**src/rtl/adder_arb_pkg.sv**
```systemverilog
// rtl/adder_arb_pkg.sv - shared types and helpers for the adder share arbiter
// Purpose: result slot state encoding and round-robin pointer advance.
// Ports: none (package).
package adder_arb_pkg;

  typedef enum logic [0:0] {
    EMPTY = 1'b0,
    FULL  = 1'b1
  } slot_state_t;

  // Pointer moves to the requester just after the winner, wrapping at nreq.
  function automatic int unsigned rr_next_ptr(input int unsigned idx,
                                              input int unsigned nreq);
    return (idx + 1 >= nreq) ? 0 : idx + 1;
  endfunction

endpackage

```
**src/rtl/rr_arbiter.sv**
```systemverilog
// rtl/rr_arbiter.sv - combinational round-robin arbiter
// Purpose: picks the first valid requester at or above ptr, wrapping mod NREQ.
// Ports: req_valid - per-requester request; ptr - search start index;
//        grant - one-hot or zero; grant_idx - encoded winner; grant_any - any winner.
module rr_arbiter #(
  parameter int NREQ = 4,
  parameter int IDW  = $clog2(NREQ)
) (
  input  logic [NREQ-1:0] req_valid,
  input  logic [IDW-1:0]  ptr,
  output logic [NREQ-1:0] grant,
  output logic [IDW-1:0]  grant_idx,
  output logic            grant_any
);

  int idx;

  always_comb begin
    grant     = '0;
    grant_idx = '0;
    grant_any = 1'b0;
    idx       = 0;
    for (int k = 0; k < NREQ; k++) begin
      idx = int'(ptr) + k;
      if (idx >= NREQ) idx = idx - NREQ;
      // First hit in search order wins; later hits are ignored.
      if (!grant_any && req_valid[idx]) begin
        grant[idx] = 1'b1;
        grant_idx  = IDW'(idx);
        grant_any  = 1'b1;
      end
    end
  end

endmodule

```
**src/rtl/unsigned_adder.sv**
```systemverilog
// rtl/unsigned_adder.sv - N-bit unsigned adder, sum modulo 2^N
// Purpose: plain combinational adder shared by the arbiter.
// Ports: a, b - N-bit operands; sum - (a + b) mod 2^N.
module unsigned_adder #(
  parameter int N = 8
) (
  input  logic [N-1:0] a,
  input  logic [N-1:0] b,
  output logic [N-1:0] sum
);

  assign sum = a + b;

endmodule

```
**src/rtl/adder_share_arbiter.sv**
```systemverilog
// rtl/adder_share_arbiter.sv - one unsigned adder shared by NREQ requesters
// Purpose: round-robin arbitration onto a single adder with a one-entry result slot.
// Ports: clk, rst (async, active high);
//        req_valid/req_ready - per-requester handshake; req_a/req_b - packed operands;
//        rsp_valid/rsp_ready - result handshake; rsp_id/rsp_sum/rsp_ovf - result fields.
module adder_share_arbiter
  import adder_arb_pkg::*;
#(
  parameter int N    = 8,
  parameter int NREQ = 4,
  localparam int IDW = $clog2(NREQ)
) (
  input  logic              clk,
  input  logic              rst,
  input  logic [NREQ-1:0]   req_valid,
  output logic [NREQ-1:0]   req_ready,
  input  logic [NREQ*N-1:0] req_a,
  input  logic [NREQ*N-1:0] req_b,
  output logic              rsp_valid,
  input  logic              rsp_ready,
  output logic [IDW-1:0]    rsp_id,
  output logic [N-1:0]      rsp_sum,
  output logic              rsp_ovf
);

  logic [NREQ-1:0] grant;
  logic [IDW-1:0]  grant_idx;
  logic            grant_any;

  slot_state_t     state_q, state_d;
  logic [N-1:0]    sum_q, sum_d;
  logic            ovf_q, ovf_d;
  logic [IDW-1:0]  id_q, id_d;
  logic [IDW-1:0]  ptr_q, ptr_d;

  logic [N-1:0]    op_a, op_b, add_sum;
  logic            slot_free;
  logic            fire;

  rr_arbiter #(
    .NREQ (NREQ),
    .IDW  (IDW)
  ) u_arb (
    .req_valid (req_valid),
    .ptr       (ptr_q),
    .grant     (grant),
    .grant_idx (grant_idx),
    .grant_any (grant_any)
  );

  assign op_a = req_a[int'(grant_idx)*N +: N];
  assign op_b = req_b[int'(grant_idx)*N +: N];

  unsigned_adder #(
    .N (N)
  ) u_add (
    .a   (op_a),
    .b   (op_b),
    .sum (add_sum)
  );

  assign rsp_valid = (state_q == FULL);
  assign rsp_id    = id_q;
  assign rsp_sum   = sum_q;
  assign rsp_ovf   = ovf_q;

  // The slot can take a new result if empty or if its occupant retires this edge.
  assign slot_free = !rsp_valid || rsp_ready;
  // rst gates ready directly since the arbiter itself is purely combinational.
  assign req_ready = (rst || !slot_free) ? '0 : grant;
  assign fire      = grant_any && slot_free && !rst;

  always_comb begin
    state_d = state_q;
    sum_d   = sum_q;
    ovf_d   = ovf_q;
    id_d    = id_q;
    ptr_d   = ptr_q;
    if (fire) begin
      state_d = FULL;
      sum_d   = add_sum;
      // A wrapped sum is smaller than either operand exactly when there was a carry out.
      ovf_d   = (add_sum < op_a);
      id_d    = grant_idx;
      ptr_d   = IDW'(rr_next_ptr(32'(grant_idx), NREQ));
    end else if (rsp_ready) begin
      state_d = EMPTY;
    end
  end

  always_ff @(posedge clk or posedge rst) begin
    if (rst) begin
      state_q <= EMPTY;
      sum_q   <= '0;
      ovf_q   <= 1'b0;
      id_q    <= '0;
      ptr_q   <= '0;
    end else begin
      state_q <= state_d;
      sum_q   <= sum_d;
      ovf_q   <= ovf_d;
      id_q    <= id_d;
      ptr_q   <= ptr_d;
    end
  end

endmodule

```
**config.mk**
```make
export PLATFORM = sky130hd
export DESIGN_NAME = adder_share_arbiter
export DESIGN_NICKNAME = d
export VERILOG_FILES = /design/src/rtl/adder_arb_pkg.sv /design/src/rtl/rr_arbiter.sv /design/src/rtl/unsigned_adder.sv /design/src/rtl/adder_share_arbiter.sv
export SDC_FILE = /design/constraint.sdc
export NUM_CORES = 1
export LEC_CHECK = 0
export ABC_AREA = 1
export CORE_MARGIN = 2
export CORE_UTILIZATION = 48
export CTS_CLUSTER_DIAMETER = 60
export DETAILED_ROUTE_END_ITERATION = 10
export PLACE_DENSITY = 0.84
export SLEW_MARGIN = 20
export SYNTH_ARGS = -nofsm -noshare
export SYNTH_HDL_FRONTEND = slang
export SYNTH_SLANG_ARGS = --single-unit
```
**constraint.sdc**
```tcl
create_clock -name clk -period 10 [get_ports clk]
set_clock_uncertainty 0.1 [all_clocks]
set_input_delay 2 -clock clk [delete_from_list [all_inputs] [get_ports clk]]
set_output_delay 2 -clock clk [all_outputs]
set_load 0.05 [all_outputs]
```
; ---- Word level (Yosys, flattened, before mapping)
; Cells that the tools add are included.
[totals]
out_inout_bits = 16
reg_bits = 14
[op_classes]
n_shift = 2
add_sub_neg = 9
n_mux = 40
n_lt_le_gt_ge = 14
reduce_logical = 18
bitwise_logic = 3
[op_table]
columns = operator, n
row1 = $ge A32 B1 Y1 const B, 4
row2 = $lt A32 B4 Y1 const B, 4
row3 = $mux W32, 4
row4 = $ge A32 B4 Y1 const B, 3
row5 = $sub A32 B4 Y32 const B, 3
row6 = $shiftx A32 B6 Y8, 2
row7 = $mux W4, 5
row8 = $mux W1, 18
row9 = $or A4 B4 Y4, 3
row10 = $mux W2, 5
row11 = $logic_and A1 B1 Y1, 9
row12 = $add A8 B8 Y8, 1
row13 = $bmux W1 S2, 4
row14 = $demux W1 S2, 4
row15 = $lt A8 B8 Y1, 1
row16 = $add A2 B1 Y3 const B, 2
row17 = $add A2 B2 Y3 const B, 2
row18 = $logic_not A1 Y1, 6
row19 = $sub A2 B3 Y4 const B, 1
row20 = $ge A2 B3 Y1 const B, 1
row21 = $ge A3 B3 Y1 const B, 1
row22 = $logic_or A1 B1 Y1, 2
row23 = $reduce_bool A2 Y1, 1

; ---- Logic depth before layout (Yosys ltp)
[depth]
depth_word = 18
depth_mapped = 30
ltp_nobuf = 27

; ---- Hierarchy
; Synthesis repeated with hierarchy kept, for this count alone.
[hier_totals]
cells_unflattened = 330
area_unflattened_um2 = 2117.0
[modules_own_cells]
columns = module, n_inst, area_each_um2, cells_per_inst
row1 = adder_share_arbiter, 1, 1295.0, 193
row2 = rr_arbiter, 1, 460.4, 77
row3 = unsigned_adder, 1, 361.6, 60

; ---- Worst setup path before layout
; Ideal clock, no wire load.
[synth_path]
kind = input to register
start = input port req_valid[3]
end = register ovf_q (netlist: rsp_ovf)
path_buffers = 2
path_stages = 26
t_arrival_ps = 5339
setup_time_ps = 66
t_required_ps = 9834
path_slack_ps = 4495
cell_sequence = inv_1 nand2_1 nand3_2 nand2_4 inv_2 o21ai_2 nand2_1 nand2_4 nand2_2 buf_6 buf_6 or2_0 a32oi_1 inv_1 ha_1 a21oi_1 nor2_1 a211oi_1 nand3_1 and2_1 ha_1 nand2_1 nor2_1 a2111oi_0 nand2_1 nand2_1
[synth_between]
elab_chain_cells = 16
elab_cells_between_ends = 32
classes_between = add/sub (1) / order compare (1) / shift (2) / mux (20) / reduce/logical (8)
[synth_rtl]
columns = element, line
row1 = start: declaration, adder_share_arbiter.sv:15  ; input logic [NREQ-1:0] req_valid,
row2 = $bmux W1 S2, rr_arbiter.sv:27  ; if (!grant_any && req_valid[idx]) begin
row3 = $mux W1 (implied by the code) (2 in series), rr_arbiter.sv:27
row4 = $mux W1, rr_arbiter.sv:27
row5 = $logic_not A1 Y1, rr_arbiter.sv:27
row6 = $logic_and A1 B1 Y1, rr_arbiter.sv:27
row7 = $mux W1, rr_arbiter.sv:27
row8 = $logic_not A1 Y1, rr_arbiter.sv:27
row9 = $logic_and A1 B1 Y1, rr_arbiter.sv:27
row10 = $mux W1, rr_arbiter.sv:27
row11 = $logic_not A1 Y1, rr_arbiter.sv:27
row12 = $logic_and A1 B1 Y1, rr_arbiter.sv:27
row13 = $mux W2 (*), rr_arbiter.sv:27
row14 = $shiftx A32 B6 Y8 (on tied branches), "adder_share_arbiter.sv:51, adder_share_arbiter.sv:52"
row15 = $add A8 B8 Y8 (*), unsigned_adder.sv:12  ; assign sum = a + b;
row16 = named net add_sum[7], adder_share_arbiter.sv:36  ; logic [N-1:0] op_a, op_b, add_sum;
row17 = $lt A8 B8 Y1 (*), adder_share_arbiter.sv:83  ; ovf_d = (add_sum < op_a);
row18 = end signal: assignment, adder_share_arbiter.sv:101  ; ovf_q <= ovf_d;
row19 = end: declaration, adder_share_arbiter.sv:32  ; logic ovf_q, ovf_d;
; The timed path passes the listed nets; every way through them passes the cells marked *. The select of a mux whose other input is x is not followed.
; A chain may end at the register's enable or synchronous reset.

; ---- Worst setup path after layout
; Ends and elaborated chain as after synthesis.

==> out/metrics.yaml <==
first_iter_violations: 126
reg2reg_slack_ns: 4.19
setup_viol: 0
holdPathStages: 2
grt-ovfl-total: 0
ant_nets: 0
nets: 524
final_cell_mix: "nand2_1 (102), clkdlybuf4s50_1 (86), inv_1 (40)"
numCtsBuffers: 3
vias: 2552
cts_setup_buffers: 0
endpoint: "rsp_ovf$_DFFE_PP0P_"
cts_tree: "yes"
rr_startpoint: "ptr_q[0]$_DFFE_PP0P_"
syn_inst: 356
finalHoldViolations: 0
critPathMaxStageDelay_ns: 0.55
critPathKind: "in2reg"
hold_path_class: "reg2reg"
firstDrtPassIters: 4
synth_top_area_share_pct: 17.3
port_buffers: 86
grt_pass1_wl_um: 10500
cp-start-kind: "primary input"
h-tree-depth: 1
route.detailed.drc: 0
gp_congestion: 0.885
rsz0062_at_grt: "false"
die_w_um: 71.8
rows: 24
antenna_found_initial: 0
areaGrowthSynthToFinish_pct: 40.1
synthDistinctLibCells: 38
grt_max_degree: 39
grt_pass1_vias: 2496
post-place-cells: 482
worstPathRequired_ns: 10.08
start_util_pct: 50.4
slew_viol_final: 0
crit_top_cell: "nand2_1"
syn_area_per_cell_um2: 6.20
core_mm2: 0.00438
dieHeight_um: 71.8
clkTransAtPathRegs_ns: 0.05
max_cap_viol_count: 0
seq_area_frac_synth_pct: 15.9
r2r_end: "rsp_ovf$_DFFE_PP0P_"
layoutNonFillerInstCount: 485
io_pins: 87
ctsHoldBuffers: 0
wl_per_cell_um: 12.3
cts_root_buffer: "clkbuf_8"
status: "completed"
synth_fp_nets: 445
detailed_place_hpwl_um: 4990
relSlewSlack_pct: 49.6
layout_commonest_cell: "nand2_1"
track_usage_pct: 24.4
post-synth-top-area-cell: "nand2_1"
finalCritPeriodShare_pct: 70.0
end_kind: "flip-flop"
post_cts_resized: 0
min_period_ns: 7.00
crit_start: "req_valid[3]"
diodes: 0
critPathMaxFanout: 38
setup_tns_ns: 0
slowest_stage: "clkdlybuf4s50_1"
cts_sinks: 14
insertion_delay_ns: 0.24
crit_arrival_ns: 7.08
rr_worst_depth: 24
syn_area_mm2: 0.00221
clk_path_buf_depth: 2
tightest_slew_ns: 0.755
ys_warn_count: 0
fmax_ghz: 0.143
viasPerCell: 5.26
ys_ff_latch: 14
dieArea_mm2: 0.00516
synth_area_leaders: "nand2_1 (17%), dfrtp_1 (16%), ha_1 (9.6%), nand3_1 (8.2%), inv_1 (6.8%)"
drt-total-wl_um: 5970
drive_gt1_share_pct: 9.47
[through the flow]
stage                     util (%)  worst slack (ns)  instance area (um2)  hold slack [ns]
after CTS                     70.6              3.02                 3090            0.378
after floorplan                  -              4.49                 2210            0.562
after detailed placement      69.6              2.76                 3050            0.364
final                         70.6              3.00                 3090            0.374
after global routing          70.6              2.27                 3090            0.390
after global placement        69.6              2.94                 3050            0.364
[routing by layer]
metal	part of all wire [%]	vias up	GRT usage [%]
met5	0	-	0
met4	2.1	0	6.71
met3	6.5	8	2.53
met2	47	99	43.2
met1	45	1131	31.5
li1	-	1314	-
[final cells by class]
cell class,count,area (um2)
fillers,394,1290
well taps,52,65.1
clock buffers,3,41.3
repair buffers,86,861
flip-flops and latches,14,350
multi-input cells,286,1600
inverters,44,173
[cells in the mapped netlist, drive strengths merged]
master / instances
a2111oi: 1
inv: 43
buf: 7
dfrtp: 14
a21oi: 7
a21boi: 1
and2: 3
a211oi: 2
fa: 1
nor2: 39
nand3b: 3
or2: 2
o32ai: 2
a22oi: 4
nand2: 123
nand3: 41
clkbuf: 5
xnor2: 1
xor2: 1
nand4: 1
clkinv: 1
o21ai: 26
ha: 17
a32oi: 4
o22ai: 7
[flip-flops by register name (all words and copies together) (netlist names)]
signal	flops
rsp_valid	1
rsp_sum	8
ptr_q	2
rsp_id	2
rsp_ovf	1
[critical path, delay by kind of cell]
kind	cells	cell delay [ns]
AOI/OAI and AO/OA	5	1.13
adders and majority gates	2	0.64
and+or+nand+nor	14	2.12
buffers and inverters	4	1.20
[how the worst min path moves through the flow]
stage	slack, ns	endpoint	start
6_report	0.37	rsp_sum[0]$_DFFE_PP0P_	rsp_sum[0]$_DFFE_PP0P_
5_1_grt	0.39	rsp_sum[3]$_DFFE_PP0P_	rsp_sum[3]$_DFFE_PP0P_
4_1_cts	0.38	rsp_sum[0]$_DFFE_PP0P_	rsp_sum[0]$_DFFE_PP0P_
3_5_place_dp	0.36	rsp_sum[0]$_DFFE_PP0P_	rsp_sum[0]$_DFFE_PP0P_
3_3_place_gp	0.36	rsp_sum[1]$_DFFE_PP0P_	rsp_sum[1]$_DFFE_PP0P_
2_1_floorplan	0.56	ptr_q[1]$_DFFE_PP0P_	ptr_q[1]$_DFFE_PP0P_
[kinds of logic (layout without fill, tap and decap cells)]
kind of cell             count (synthesis)  in the layout  synth area share (%)
AND/OR/NAND/NOR                        212            212                  46.0
buffers and inverters                   56            133                  11.5
AO/OA/AOI/OAI                           54             54                  15.0
adder cells (fa/ha/maj)                 18             18                  10.5
flip-flops                              14             14                  15.9
XOR/XNOR                                 2              2                  1.13
Power is left out: the tool's default activity adds up to more than one toggle a clock period on the data nets, which glitch-free logic cannot reach.
